<file path="src/rtl/mem_arb_pkg.sv">
`default_nettype none
// ---------------------------------------------------------------------------
// Module  : mem_arb_pkg
// Brief   : Shared types and constants for the unified memory port arbiter.
// Revision: 1.0 - initial release
// ---------------------------------------------------------------------------
package mem_arb_pkg;

  // Arbiter sequencing states
  typedef enum logic [1:0] {
    IDLE   = 2'd0,
    BUSY_I = 2'd1,
    BUSY_D = 2'd2,
    DONE   = 2'd3
  } arbState_t;

  // Transaction owner encoding
  localparam logic OWN_I = 1'b0;
  localparam logic OWN_D = 1'b1;

  // Default memory cycles per access and width of the beat down-counter
  localparam int DEFAULT_LATENCY = 4;
  localparam int COUNT_W         = 4;

endpackage
`default_nettype wire

</file>
<file path="src/rtl/mem_port_arbiter.sv">
`default_nettype none
// ---------------------------------------------------------------------------
// Module  : mem_port_arbiter
// Brief   : Shares one memory port between instruction fetch (I) and data
//           access (D). Each access occupies LATENCY memory cycles followed
//           by a one-cycle completion strobe to the owning requester.
// Revision: 1.0 - initial release
// ---------------------------------------------------------------------------
module mem_port_arbiter
  import mem_arb_pkg::*;
#(
  parameter int ADDR_W  = 16,
  parameter int DATA_W  = 16,
  parameter int LATENCY = DEFAULT_LATENCY
) (
  input  logic              clk,
  input  logic              reset_n,
  input  logic              i_req,
  input  logic [ADDR_W-1:0] i_addr,
  output logic              i_ready,
  output logic [DATA_W-1:0] i_data,
  input  logic              d_req,
  input  logic              d_we,
  input  logic [ADDR_W-1:0] d_addr,
  input  logic [DATA_W-1:0] d_wdata,
  output logic              d_ready,
  output logic [DATA_W-1:0] d_rdata,
  output logic              mem_read,
  output logic              mem_write,
  output logic [ADDR_W-1:0] mem_addr,
  output logic [DATA_W-1:0] mem_wdata,
  input  logic [DATA_W-1:0] mem_rdata
);

  // Beat counter load value: counts LATENCY-1 down to 0 across the busy cycles
  localparam logic [COUNT_W-1:0] c_countLoad = COUNT_W'(LATENCY - 1);

  arbState_t           r_state;
  arbState_t           w_nextState;
  logic                r_owner;
  logic                r_we;
  logic                r_lastOwner;
  logic [ADDR_W-1:0]   r_addr;
  logic [DATA_W-1:0]   r_wdata;
  logic [DATA_W-1:0]   r_iData;
  logic [DATA_W-1:0]   r_dRdata;
  logic [COUNT_W-1:0]  r_count;
  logic                w_grant;
  logic                w_grantOwner;
  logic                w_busy;
  logic                w_lastBeat;

  assign w_busy     = (r_state == BUSY_I) || (r_state == BUSY_D);
  assign w_lastBeat = w_busy && (r_count == '0);

  // Held transaction fields drive the memory address/data directly, so they
  // stay stable in IDLE and DONE.
  assign mem_addr  = r_addr;
  assign mem_wdata = r_wdata;
  assign i_data    = r_iData;
  assign d_rdata   = r_dRdata;

  // State register
  always_ff @(posedge clk or negedge reset_n) begin
    if (!reset_n) r_state <= IDLE;
    else          r_state <= w_nextState;
  end

  // Arbitration, next-state and handshake/strobe outputs
  always_comb begin
    w_nextState  = r_state;
    w_grant      = 1'b0;
    w_grantOwner = OWN_I;
    mem_read     = 1'b0;
    mem_write    = 1'b0;
    i_ready      = 1'b0;
    d_ready      = 1'b0;
    case (r_state)
      IDLE: begin
        if (i_req && d_req) begin
          // Conflict: alternate away from whoever was served last
          w_grant      = 1'b1;
          w_grantOwner = (r_lastOwner == OWN_I) ? OWN_D : OWN_I;
        end else if (i_req) begin
          w_grant      = 1'b1;
          w_grantOwner = OWN_I;
        end else if (d_req) begin
          w_grant      = 1'b1;
          w_grantOwner = OWN_D;
        end
        if (w_grant) w_nextState = (w_grantOwner == OWN_D) ? BUSY_D : BUSY_I;
      end
      BUSY_I, BUSY_D: begin
        mem_read  = !r_we;
        mem_write = r_we;
        if (w_lastBeat) w_nextState = DONE;
      end
      DONE: begin
        i_ready     = (r_owner == OWN_I);
        d_ready     = (r_owner == OWN_D);
        w_nextState = IDLE;
      end
      default: w_nextState = IDLE;
    endcase
  end

  // Latch the granted transaction and run the beat counter
  always_ff @(posedge clk or negedge reset_n) begin
    if (!reset_n) begin
      r_owner     <= OWN_I;
      r_we        <= 1'b0;
      r_lastOwner <= OWN_I;
      r_addr      <= '0;
      r_wdata     <= '0;
      r_count     <= '0;
    end else if (w_grant) begin
      r_owner     <= w_grantOwner;
      r_lastOwner <= w_grantOwner;
      r_count     <= c_countLoad;
      if (w_grantOwner == OWN_D) begin
        r_we    <= d_we;
        r_addr  <= d_addr;
        r_wdata <= d_wdata;
      end else begin
        // Fetches never write; write data keeps its last value
        r_we    <= 1'b0;
        r_addr  <= i_addr;
      end
    end else if (w_busy && (r_count != '0)) begin
      r_count <= r_count - 1'b1;
    end
  end

  // Capture read data into the owner's register on the final busy cycle
  always_ff @(posedge clk or negedge reset_n) begin
    if (!reset_n) begin
      r_iData  <= '0;
      r_dRdata <= '0;
    end else if (w_lastBeat && !r_we) begin
      if (r_owner == OWN_D) r_dRdata <= mem_rdata;
      else                  r_iData  <= mem_rdata;
    end
  end

endmodule
`default_nettype wire

</file>
<file path="config.mk">
export PLATFORM = sky130hd
export DESIGN_NAME = mem_port_arbiter
export DESIGN_NICKNAME = d
export VERILOG_FILES = /design/src/rtl/mem_arb_pkg.sv /design/src/rtl/mem_port_arbiter.sv
export SDC_FILE = /design/constraint.sdc
export NUM_CORES = 1
export LEC_CHECK = 0
export BUFFER_PORTS_ARGS = -buffer_cell sky130_fd_sc_hd__clkbuf_2
export CELL_PAD_IN_SITES_DETAIL_PLACEMENT = 0
export CELL_PAD_IN_SITES_GLOBAL_PLACEMENT = 1
export CORE_MARGIN = 2
export CORE_UTILIZATION = 33
export CTS_BUF_LIST = sky130_fd_sc_hd__clkbuf_8 sky130_fd_sc_hd__clkbuf_16
export DETAILED_ROUTE_END_ITERATION = 16
export HOLD_SLACK_MARGIN = 0.03
export PLACE_DENSITY_LB_ADDON = 0.1
export SLEW_MARGIN = 15
export SYNTH_ARGS = -nofsm -noshare
export SYNTH_HDL_FRONTEND = slang
export SYNTH_SLANG_ARGS = --single-unit
export TNS_END_PERCENT = 10
</file>
<file path="constraint.sdc">
create_clock -name clk -period 1.6 [get_ports clk]
set_input_delay 0.16 -clock clk [delete_from_list [all_inputs] [get_ports clk]]
set_output_delay 0.16 -clock clk [all_outputs]
set_load 0.01 [all_outputs]
</file>
After elaboration in Yosys (flattened, before gate mapping) --
Index checks and enable logic that the tools add are counted.
Cells by class: $add $sub $neg 1, equal/unequal tests 5, muxes and demuxes 22, bitwise gates (word level) 1, reduce and logical (&&, ||, !) cells 15
Operators by type and width (count):
- 16-bit two-way mux | 1
- 1-bit two-way mux | 15
- 4-bit two-way mux | 2
- 2-bit AND reduction | 4
- 2-bit two-way mux | 3
- 2-bit case mux with 3 select lines | 1
- 2-bit equality test (second input constant) | 2
- 1-bit logical AND | 4
- 4-bit zero test | 1
- 4-bit nonzero test | 1
- 4-bit by 1-bit subtractor with 4-bit output (second input constant) | 1
- 2-bit by 1-bit equality test with 1-bit output (second input constant) | 1
- 2-bit zero test | 1
- 2-bit by 1-bit inequality test with 1-bit output (second input constant) | 1
- 2-bit inequality test (second input constant) | 1
- 2-bit nonzero test | 1
- 2-bit OR reduction | 1
- 1-bit zero test | 1
- 1-bit logical OR | 1
- 1-bit NOT | 1
Storage, ports and cells: register bits 72, input port bits 69, output and inout bits 68, logic and storage cells 52

Logic depth before layout (Yosys ltp) --
Gate-level depths: netlist (run 1).
depth after elaboration 7, gate-level depth with buffers 7, gate-level depth less buffers 5

Least setup slack after synthesis (run 1) --
Ideal clock, no wire load.
path kind reg2reg, start register r_state[0], end register r_dRdata[10], in the netlist d_rdata[10], setup time 0.125 ns, data arrival time 1.700 ns, required time 1.475 ns, setup slack -0.225 ns, stages on the path, launching flop included 8, path buffers 2, period minus slack after synthesis 1.825 ns, cells stage by stage dfrtp_1 > inv_1 > ha_1 > nor2b_2 > and3_4 > buf_8 > buf_12 > mux2_4
Between the ends: cells in the longest elaborated chain, start to end 5, elaborated cells between the ends (all ways) 6, classes of those cells eq/ne: 2; reduce/logical: 4
RTL lines:
- from (decl) | RTL line mem_port_arbiter.sv:38 | arbState_t r_state;
- from (signal assigned) | RTL line mem_port_arbiter.sv:66 | else r_state <= w_nextState;
- 2-bit by 1-bit equality test with 1-bit output / 2-bit equality test (equally long branches) | RTL line mem_port_arbiter.sv:53 | assign w_busy = (r_state == BUSY_I) || (r_state == BUSY_D);
- 1-bit logical OR * | RTL line mem_port_arbiter.sv:53
- 1-bit logical AND * | RTL line mem_port_arbiter.sv:54 | assign w_lastBeat = w_busy && (r_count == '0);
- 1-bit logical AND * | RTL line mem_port_arbiter.sv:139 | end else if (w_lastBeat && !r_we) begin
- 2-bit AND reduction (no line) *
- to (signal assigned) | RTL line mem_port_arbiter.sv:140 | if (r_owner == OWN_D) r_dRdata <= mem_rdata;
- to (decl) | RTL line mem_port_arbiter.sv:46 | logic [DATA_W-1:0] r_dRdata;
Every way passes the cells marked *; elsewhere a longest branch is shown, timed or not. A chain may end at the register's enable or synchronous reset.

Final worst setup path (run 1) --
start register r_state[1], end output port mem_write
Between the ends: cells in the longest elaborated chain, start to end 3, elaborated cells between the ends (all ways) 4, classes of those cells eq/ne: 2; mux: 1; reduce/logical: 1
RTL lines:
- 2-bit by 1-bit equality test with 1-bit output / 2-bit equality test (equally long branches) | RTL line mem_port_arbiter.sv:78 | case (r_state)
- 2-bit OR reduction * | RTL line mem_port_arbiter.sv:78
- 1-bit two-way mux * | RTL line mem_port_arbiter.sv:78
- to (decl) | RTL line mem_port_arbiter.sv:29 | output logic mem_write,
Marked as above.

==> impl_metrics.csv, run 1 <==
group,metric,value,unit
run_status,status,"complete, but fails checks",
run_status,failed_checks,"negative setup slack",
placement,place_congestion,0.7572,
yosys,netlist_area,3148,um2
final_layout,multi_input_area,1324,um2
clock_tree,numCtsBuffers,9,
drt,drc,0,
clock_tree,cts_tree,"yes",
die,dieArea,10340,um2
drt,drtAntennaViolNets,0,
final_layout,num-fill-cells,888,
clock_tree,clk_pin_slew,70,ps
yosys,ys_seq_elements,72,
final_layout,syn2layout_area_growth,42.37,%
power,peakVddDrop,592.5,uV
yosys,postSynthNetCount,302,
die,num_io_pins,137,
setup_path,cp-end-kind,"primary output",
setup_path,required,1440,ps
global_route,grt_max_degree,39,
sta,slew_headroom,68.35,%
yosys,synth_top_area_share,57.23,%
sta,finalMaxSlewViolations,0,
placement,hpwlAfterDp,5.125,mm
sta,hold_violations,0,
clock_tree,htreeDepth,3,
setup_path,startpoint_type,"flop",
yosys,ys_types,40,
yosys,synth_async_sr_flop_share,100.0,%
final_layout,regArea,1802,um2
drt,drt_iter0_drc,28,
run,cap_violations,0,
die,row_count,35,
placement,port_buffers,136,
die,die_x,101.7,um
final_layout,fin_nets,468,
sta,timing.final.ws_setup,-40.97,ps
setup_path,r2r_slack,-40,ps
global_route,antenna_found_initial,0,
power,p_per_area,1908,nW/um2
drt,vias_per_cell,4.451,
yosys,yosys.area.top_type,"dfrtp_1",
power,p_leak,2.344,nW
sta,final-setup-viol-count,18,
sta,holdWs,51.81,ps
sta,max_freq,0.6094,GHz
min_path,hold_path_class,"in -> reg",
clock_tree,clock_latency,340,ps
sta,fin_crit_sh,102.6,%
yosys,synth_edf_count,0,
global_route,track_usage,14.24,%
setup_path,cp_max_fo,4,
final_layout,drive_gt1_share,63.41,%
sta,finalClockSkew,8.250,ps
yosys,synthFlopType,"dfrtp_1",
placement,pre_cts_ws,-109.1,ps
setup_path,crit_type,"reg -> out",
min_path,hold_depth,3,
final_layout,antennaDiodeCount,0,
global_route,grt_pass1_wl,11.33,mm
yosys,avgSynthCellArea,13.75,um2
die,die_h,101.7,um
setup_path,critPathArrivalTime,1480,ps
drt,wire_per_inst,13.39,um
global_route,grt_pass1_vias,2289,
yosys,netlist_instances,229,
yosys,synth_common_cells,"dfrtp_1, mux2_2, nand2_1",
clock_tree,cts.sinks,72,
drt,drtPass1Iterations,4,
final_layout,stdcell_area,4482,um2
clock_tree,cts_buffer_depth,2,
sta,rsz0062_at_grt,"true",
sta,period_needed,1641,ps
drt,vias,2350,
yosys,synthTopCellsByArea,"dfrtp_1, mux2_2, mux2i_1",
placement,placedInstanceArea,4125,um2
sta,tightest_slew,474.8,ps
die,core,9240,um2
yosys,ys_warn_count,0,
yosys,yosysMostFrequentCell,"dfrtp_1",
global_route,gr-total-overflow,0,
drt,wirelength,7.071,mm
setup_path,worstRegToRegCells,6,
power,total_power,8.552,mW
clock_tree,cts-root-buf,"clkbuf_8",
die,initial_core_util,34.07,%
yosys,synth_seq_area_share,57.23,%
[where the power goes]
part	internal [mW]	leakage [nW]	switching, mW	total [mW]
clock	0.628	0.0924	0.644	1.27
sequential	2.70	0.883	0.494	3.19
combinational	2.25	1.37	1.84	4.09
total	5.58	2.34	2.97	8.55
[final cells by class]
cell class,count,area share (%)
tap,129,3.601
clock buffer,11,3.378
multi-input combinational,140,29.54
clock inverter,4,0.4746
sequential,72,40.20
timing repair buffer,167,22.39
inverter,5,0.4188
[cells by family after synthesis]
group	Yosys count	share of synthesized area, %
and+or+nand+nor	39	7.433
muxes	64	23.45
AOI/OAI and AO/OA	32	6.399
DFF	72	57.23
adders and majority gates	4	1.590
buffers and inverters	18	3.895
[sequential cells by signal (all words and copies together), names as in the netlist]
name,flops
r_count,4
mem_addr,16
r_we,1
i_data,16
r_state,2
r_lastOwner,1
mem_wdata,16
d_rdata,16
[final timing paths]
kind / startpoint / to
max in group asynchronous: reset_n / mem_wdata[3]
max reg2reg: r_state[1] / d_rdata[13]
min reg2reg: mem_addr[11] / mem_addr[11]
max: r_state[1] / mem_write
min: d_we / r_we
min in group asynchronous: reset_n / d_rdata[6]
[routing by layer]
layer  track usage [%]  share of wire [%]  vias up
met5                 0                  0        -
met4             6.549                1.7        0
met3             4.417                7.7       10
met2             21.81                 47       85
met1             18.44                 44     1116
li1                  -                  -     1139
[critical path, cell delays in order, from the launching register on]
cell	delay, ps
dfrtp_1	400
inv_2	70
ha_4	200
buf_6	120
buf_6	110
and2_4	130
buf_6	110
[timing repair]
item                                   CTS  global route
setup buffers                            6             2
setup endpoints to repair               37            38
gates cloned                             1             0
pin swaps                                2             1
resized for setup                       18            10
hold buffers                             1             0
endpoints found under the hold margin   34             0
[through the flow]
step / setup TNS (ps) / cells / utilization [%]
floorplan: -1856 / 229 / -
global placement: -1642 / 503 / 44.64
detailed placement: -2965 / 503 / 44.64
CTS: -557.8 / 526 / 48.07
finish: -543.1 / 528 / 48.50
global route: -2185 / 528 / 48.50
[placed cells by master (no fill, tap or decap), types with 2 or more instances in the layout]
master,n
inv_2,4
mux2_2,33
clkinv_2,2
dfrtp_1,72
mux2_4,15
a21oi_1,2
inv_1,2
ha_4,2
o21ai_0,17
buf_4,24
clkbuf_8,12
buf_6,3
nand3b_4,2
mux2i_1,16
nand2_1,23
clkbuf_2,133
buf_12,5
and2_4,2
Power figures use the tool's default switching activity.
==> run 2: changes to the inputs <==
--- a/config.mk
+++ b/config.mk
@@ -11,10 +11,12 @@
 export CORE_MARGIN = 2
 export CORE_UTILIZATION = 33
 export CTS_BUF_LIST = sky130_fd_sc_hd__clkbuf_8 sky130_fd_sc_hd__clkbuf_16
+export CTS_CLUSTER_DIAMETER = 150
 export DETAILED_ROUTE_END_ITERATION = 16
 export HOLD_SLACK_MARGIN = 0.03
 export PLACE_DENSITY_LB_ADDON = 0.1
-export SLEW_MARGIN = 15
+export REMOVE_ABC_BUFFERS = 1
+export SLEW_MARGIN = 0
 export SYNTH_ARGS = -nofsm -noshare
 export SYNTH_HDL_FRONTEND = slang
 export SYNTH_SLANG_ARGS = --single-unit
==> impl_metrics.csv, run 2 (synthesized netlist as in run 1, its figures left out) <==
group,metric,value,unit
sta,final-setup-viol-count,18,
run,cap_violations,0,
drt,vias,2338,
global_route,grt.met1_usage,20.35,%
global_route,antenna_found_initial,0,
setup_path,critPathArrivalTime,1880,ps
die,die_h,101.7,um
final_layout,stdcell_area,4587,um2
min_path,holdPathEnd,"mem_wdata[8]",
drt,wire_per_inst,13.72,um
global_route,grt_pass1_wl,11.90,mm
clock_tree,clk_pin_slew,80,ps
global_route,use_met3,4.969,%
power,p_per_area,1921,nW/um2
clock_tree,clock_latency,340,ps
setup_path,cp_max_fo,6,
final_layout,antennaDiodeCount,0,
setup_path,r2r-end,"d_rdata[11]",
min_path,min-delay-start,"d_wdata[8]",
die,num_io_pins,137,
setup_path,r2r_slack,-50,ps
sta,slew_headroom,77.30,%
drt,drt_iter0_drc,28,
sta,tightest_slew,340.5,ps
sta,finalClockSkew,9.438,ps
final_layout,fin_nets,469,
clock_tree,cts_tree,"yes",
run_status,failed_checks,"negative setup slack",
setup_path,crit_type,"reg -> reg",
min_path,hold_path_class,"in -> reg",
drt,wirelength,7.269,mm
sta,fin_crit_sh,103.4,%
final_layout,multi_input_area,1323,um2
sta,rsz0062_at_grt,"true",
setup_path,startpoint_type,"flop",
final_layout,regArea,1802,um2
setup_path,required,1830,ps
final_layout,layout_commonest_cell,"clkbuf_2",
drt,drtAntennaViolNets,0,
die,die_x,101.7,um
die,initial_core_util,34.07,%
die,core,9240,um2
sta,hold_violations,0,
global_route,busiest_layer,"met2",
placement,hpwlAfterDp,5.082,mm
drt,drtPass1Iterations,4,
run_status,status,"complete, but fails checks",
clock_tree,numCtsBuffers,9,
power,peakVddDrop,820.6,uV
sta,timing.final.ws_setup,-53.76,ps
placement,place_congestion,0.7292,
global_route,grt_pass1_vias,2395,
global_route,gr-total-overflow,0,
die,row_count,35,
final_layout,syn2layout_area_growth,45.71,%
clock_tree,cts_buffer_depth,2,
sta,period_needed,1654,ps
global_route,track_usage,14.80,%
global_route,grt_max_degree,51,
clock_tree,htreeDepth,3,
power,total_power,8.812,mW
drt,drc,0,
global_route,met2_usage,22.06,%
setup_path,cp-end-kind,"flop",
placement,place_inst,497,
setup_path,worstRegToRegCells,6,
clock_tree,cts-root-buf,"clkbuf_8",
die,dieArea,10340,um2
sta,finalMaxSlewViolations,0,
final_layout,drive_gt1_share,60.60,%
clock_tree,cts.sinks,72,
placement,port_buffers,136,
min_path,hold_depth,2,
placement,pre_cts_ws,-139.0,ps
sta,max_freq,0.6047,GHz
setup_path,worst_r2r_startpoint,"r_state[0]",
power,p_leak,2.359,nW
final_layout,final_cell_mix,"clkbuf_2, dfrtp_1, mux2_2, nand2_1, o21ai_0",
placement,placedInstanceArea,4063,um2
drt,vias_per_cell,4.411,
final_layout,num-fill-cells,851,
final_layout,layoutNonFillerInstCount,530,
-- run 2: final cells by class --
| class | count | share of cell area [%] |
|---|---|---|
| Clock buffer | 10 | 3.001 |
| Tap cell | 129 | 3.519 |
| Inverter | 5 | 0.4092 |
| Clock inverter | 6 | 1.991 |
| Sequential cell | 72 | 39.28 |
| Timing Repair Buffer | 168 | 22.97 |
| Multi-Input combinational cell | 140 | 28.83 |
-- run 2: power by group --
group | switching, mW | internal (mW) | leakage [nW]
sequential | 0.529 | 2.70 | 0.883
combinational | 1.82 | 2.16 | 1.37
clock | 0.686 | 0.925 | 0.105
total | 3.03 | 5.78 | 2.36
-- run 2: worst max-delay path by stage --
| stage | start | cells past startpoint | endpoint | slack, ps |
|---|---|---|---|---|
| after global routing | r_count[0] | 6 | d_rdata[1] | -110 |
| after global placement | r_state[0] | 5 | d_rdata[1] | -90 |
| final | r_state[0] | 6 | d_rdata[11] | -50 |
| after CTS | r_state[0] | 6 | r_count[3] | -90 |
| after floorplan | r_state[0] | 5 | d_rdata[0] | -360 |
| after detailed placement | r_state[0] | 5 | d_rdata[15] | -140 |
-- run 2: per-layer routing --
layer  routed length, um  up-vias
met3                 585        7
met5                   0        -
met2                3231       95
met1                3378     1089
met4                  74        0
li1                    -     1147
-- run 2: per-stage QoR --
stage               util, %  hold slack (ps)  TNS, ps
finish                49.64            54.78   -621.7
floorplan                 -           -135.6   -12740
global route          49.64            42.58    -2407
global placement      43.97            91.84    -2233
detailed placement    43.97            86.54    -3554
CTS                   49.05            34.99   -603.8
-- run 2: repair_timing --
action | 4_1_cts | 5_1_grt
endpoints found under the setup margin | 36 | 40
pin swaps | 3 | 4
gates cloned | 1 | 1
setup buffers | 5 | 0
gates resized for setup | 17 | 8
endpoints found under the hold margin | 31 | 0
hold buffers | 10 | 0
-- run 2: worst max-delay path: stages (launching register included) --
cell and delay (ps):
dfrtp_1 370, inv_2 60, ha_4 270, nor2b_4 150, and3_4 240, clkbuf_16 170
mux2_4 290
==> run 3: changes to the inputs <==
--- a/config.mk
+++ b/config.mk
@@ -14,7 +14,7 @@
 export CTS_CLUSTER_DIAMETER = 150
 export DETAILED_ROUTE_END_ITERATION = 16
 export HOLD_SLACK_MARGIN = 0.03
-export PLACE_DENSITY_LB_ADDON = 0.1
+export PLACE_DENSITY = 0.83
 export REMOVE_ABC_BUFFERS = 1
 export SLEW_MARGIN = 0
 export SYNTH_ARGS = -nofsm -noshare
==> impl_metrics.csv, run 3 (synthesized netlist as in run 1, its figures left out) <==
group,metric,value,unit
sta,period_needed,1674,ps
placement,port_buffers,136,
power,p_int,5.703,mW
sta,slew_headroom,71.31,%
clock_tree,clock_latency,350,ps
die,initial_core_util,34.07,%
drt,wire_per_inst,13.81,um
drt,drtPass1Iterations,6,
placement,hpwlAfterDp,5.258,mm
power,p_comb_share,46.7,%
run,cap_violations,0,
sta,fin_setup_tns,-965.1,ps
global_route,grt_pass1_wl,11.77,mm
final_layout,antennaDiodeCount,0,
die,die_h,101.7,um
final_layout,utilization,49.72,%
setup_path,cp-end-kind,"flop",
sta,finalMaxSlewViolations,0,
drt,vias,2395,
clock_tree,htreeDepth,3,
final_layout,fin_nets,473,
power,pwr-share-clk,16.6,%
run_status,status,"complete, but fails checks",
global_route,grt_pass1_vias,2493,
drt,drtAntennaViolNets,0,
min_path,hold_path_class,"in -> reg",
clock_tree,cts_tree,"yes",
die,row_count,35,
setup_path,worst_r2r_startpoint,"r_count[0]",
setup_path,required,1820,ps
drt,vias_per_cell,4.485,
global_route,gr-total-overflow,0,
setup_path,critPathLaunch,"r_count[0]",
sta,tightest_slew,430.3,ps
sta,timing.final.ws_setup,-73.55,ps
sta,finalClockSkew,17.24,ps
sta,final-setup-viol-count,19,
drt,drt_iter0_drc,55,
clock_tree,numCtsBuffers,9,
power,p_per_area,1921,nW/um2
final_layout,layout_commonest_cell,"clkbuf_2",
final_layout,syn2layout_area_growth,45.95,%
die,dieArea,10340,um2
global_route,antenna_found_initial,0,
min_path,hold_depth,3,
setup_path,startpoint_type,"flop",
drt,drc,0,
clock_tree,clk_pin_slew,80,ps
global_route,track_usage,14.55,%
sta,fin_crit_sh,104.6,%
die,num_io_pins,137,
sta,rsz0062_at_grt,"true",
run_status,failed_checks,"negative setup slack",
min_path,min-delay-start,"d_we",
power,p_switching,3.124,mW
power,peakVddDrop,698.7,uV
clock_tree,cts-root-buf,"clkbuf_8",
die,core,9240,um2
sta,hold_violations,0,
clock_tree,cts.sinks,72,
global_route,grt_max_degree,35,
drt,wirelength,7.376,mm
die,die_x,101.7,um
setup_path,crit_type,"reg -> reg",
power,p_leak,2.387,nW
sta,max_freq,0.5975,GHz
setup_path,worstRegToRegCells,6,
final_layout,drive_gt1_share,61.98,%
setup_path,critPathArrivalTime,1890,ps
placement,place_congestion,0.8657,
clock_tree,cts_buffer_depth,2,
setup_path,cp_max_fo,6,
power,switching_share,35.39,%
power,power_frac_seq,36.7,%
final_layout,final_cell_mix,"clkbuf_2, dfrtp_1, mux2_2, nand2_1",
-- run 3: per-stage QoR --
stage          cell area, um2  cells  hold slack [ps]  setup slack [ps]  power (mW)
2_1_floorplan            3044    216           -135.6            -355.0       5.115
3_3_place_gp             4113    502           -15.07            -60.70       6.766
3_5_place_dp             4113    502           -15.79            -102.6       6.883
4_1_cts                  4543    532            30.38            -55.77       8.754
5_1_grt                  4594    534            37.42            -137.4       9.485
6_report                 4594    534            49.09            -73.55       8.827
-- run 3: final cells by class --
class,instances,area [um2]
multi-input cells,140,1325
fillers,843,4646
repair buffers,172,1086
clock buffers,9,123.9
inverters,5,18.77
clock inverters,7,77.57
flip-flops and latches,72,1802
well taps,129,161.4
-- run 3: layer usage --
metal,global-route usage [%],share of wire (%),vias up,wire [um]
met5,0,0,-,0
met4,6.341,1.5,0,113
met3,3.796,7.6,11,560
met2,22.82,46,106,3380
met1,18.98,45,1122,3322
li1,-,-,1156,-
-- run 3: critical path, stage by stage, from the launching register on --
cell,delay [ps]
dfrtp_1,390
inv_2,80
ha_4,130
nor3b_4,220
and3_4,290
buf_12,140
mux2_4,300
-- run 3: power by group through the flow --
| stage | combinational, mW | sequential (mW) | clock (mW) |
|---|---|---|---|
| after floorplan | 1.57 | 3.54 | 0 |
| after global placement | 3.55 | 3.21 | 0 |
| after detailed placement | 3.64 | 3.24 | 0 |
| after CTS | 4.01 | 3.23 | 1.52 |
| after global routing | 4.53 | 3.37 | 1.59 |
| final | 4.12 | 3.24 | 1.47 |
-- run 3: final timing paths --
| check | to | slack, ps |
|---|---|---|
| setup / recovery | d_rdata[2] | -70 |
| hold / removal | r_we | 50 |
| setup reg to reg | d_rdata[2] | -70 |
| hold reg to reg | mem_addr[11] | 480 |
| max in group asynchronous | d_rdata[5] | 800 |
| min in group asynchronous | i_data[6] | 170 |
-- run 3: what timing repair did --
action                                 in CTS  in global routing
gates cloned                                1                  1
resized for setup                          22                  9
pin swaps                                   3                  3
endpoints found under the hold margin      78                  0
setup endpoints to repair                  36                 40
hold buffers                                7                  0
buffers inserted                            6                  1
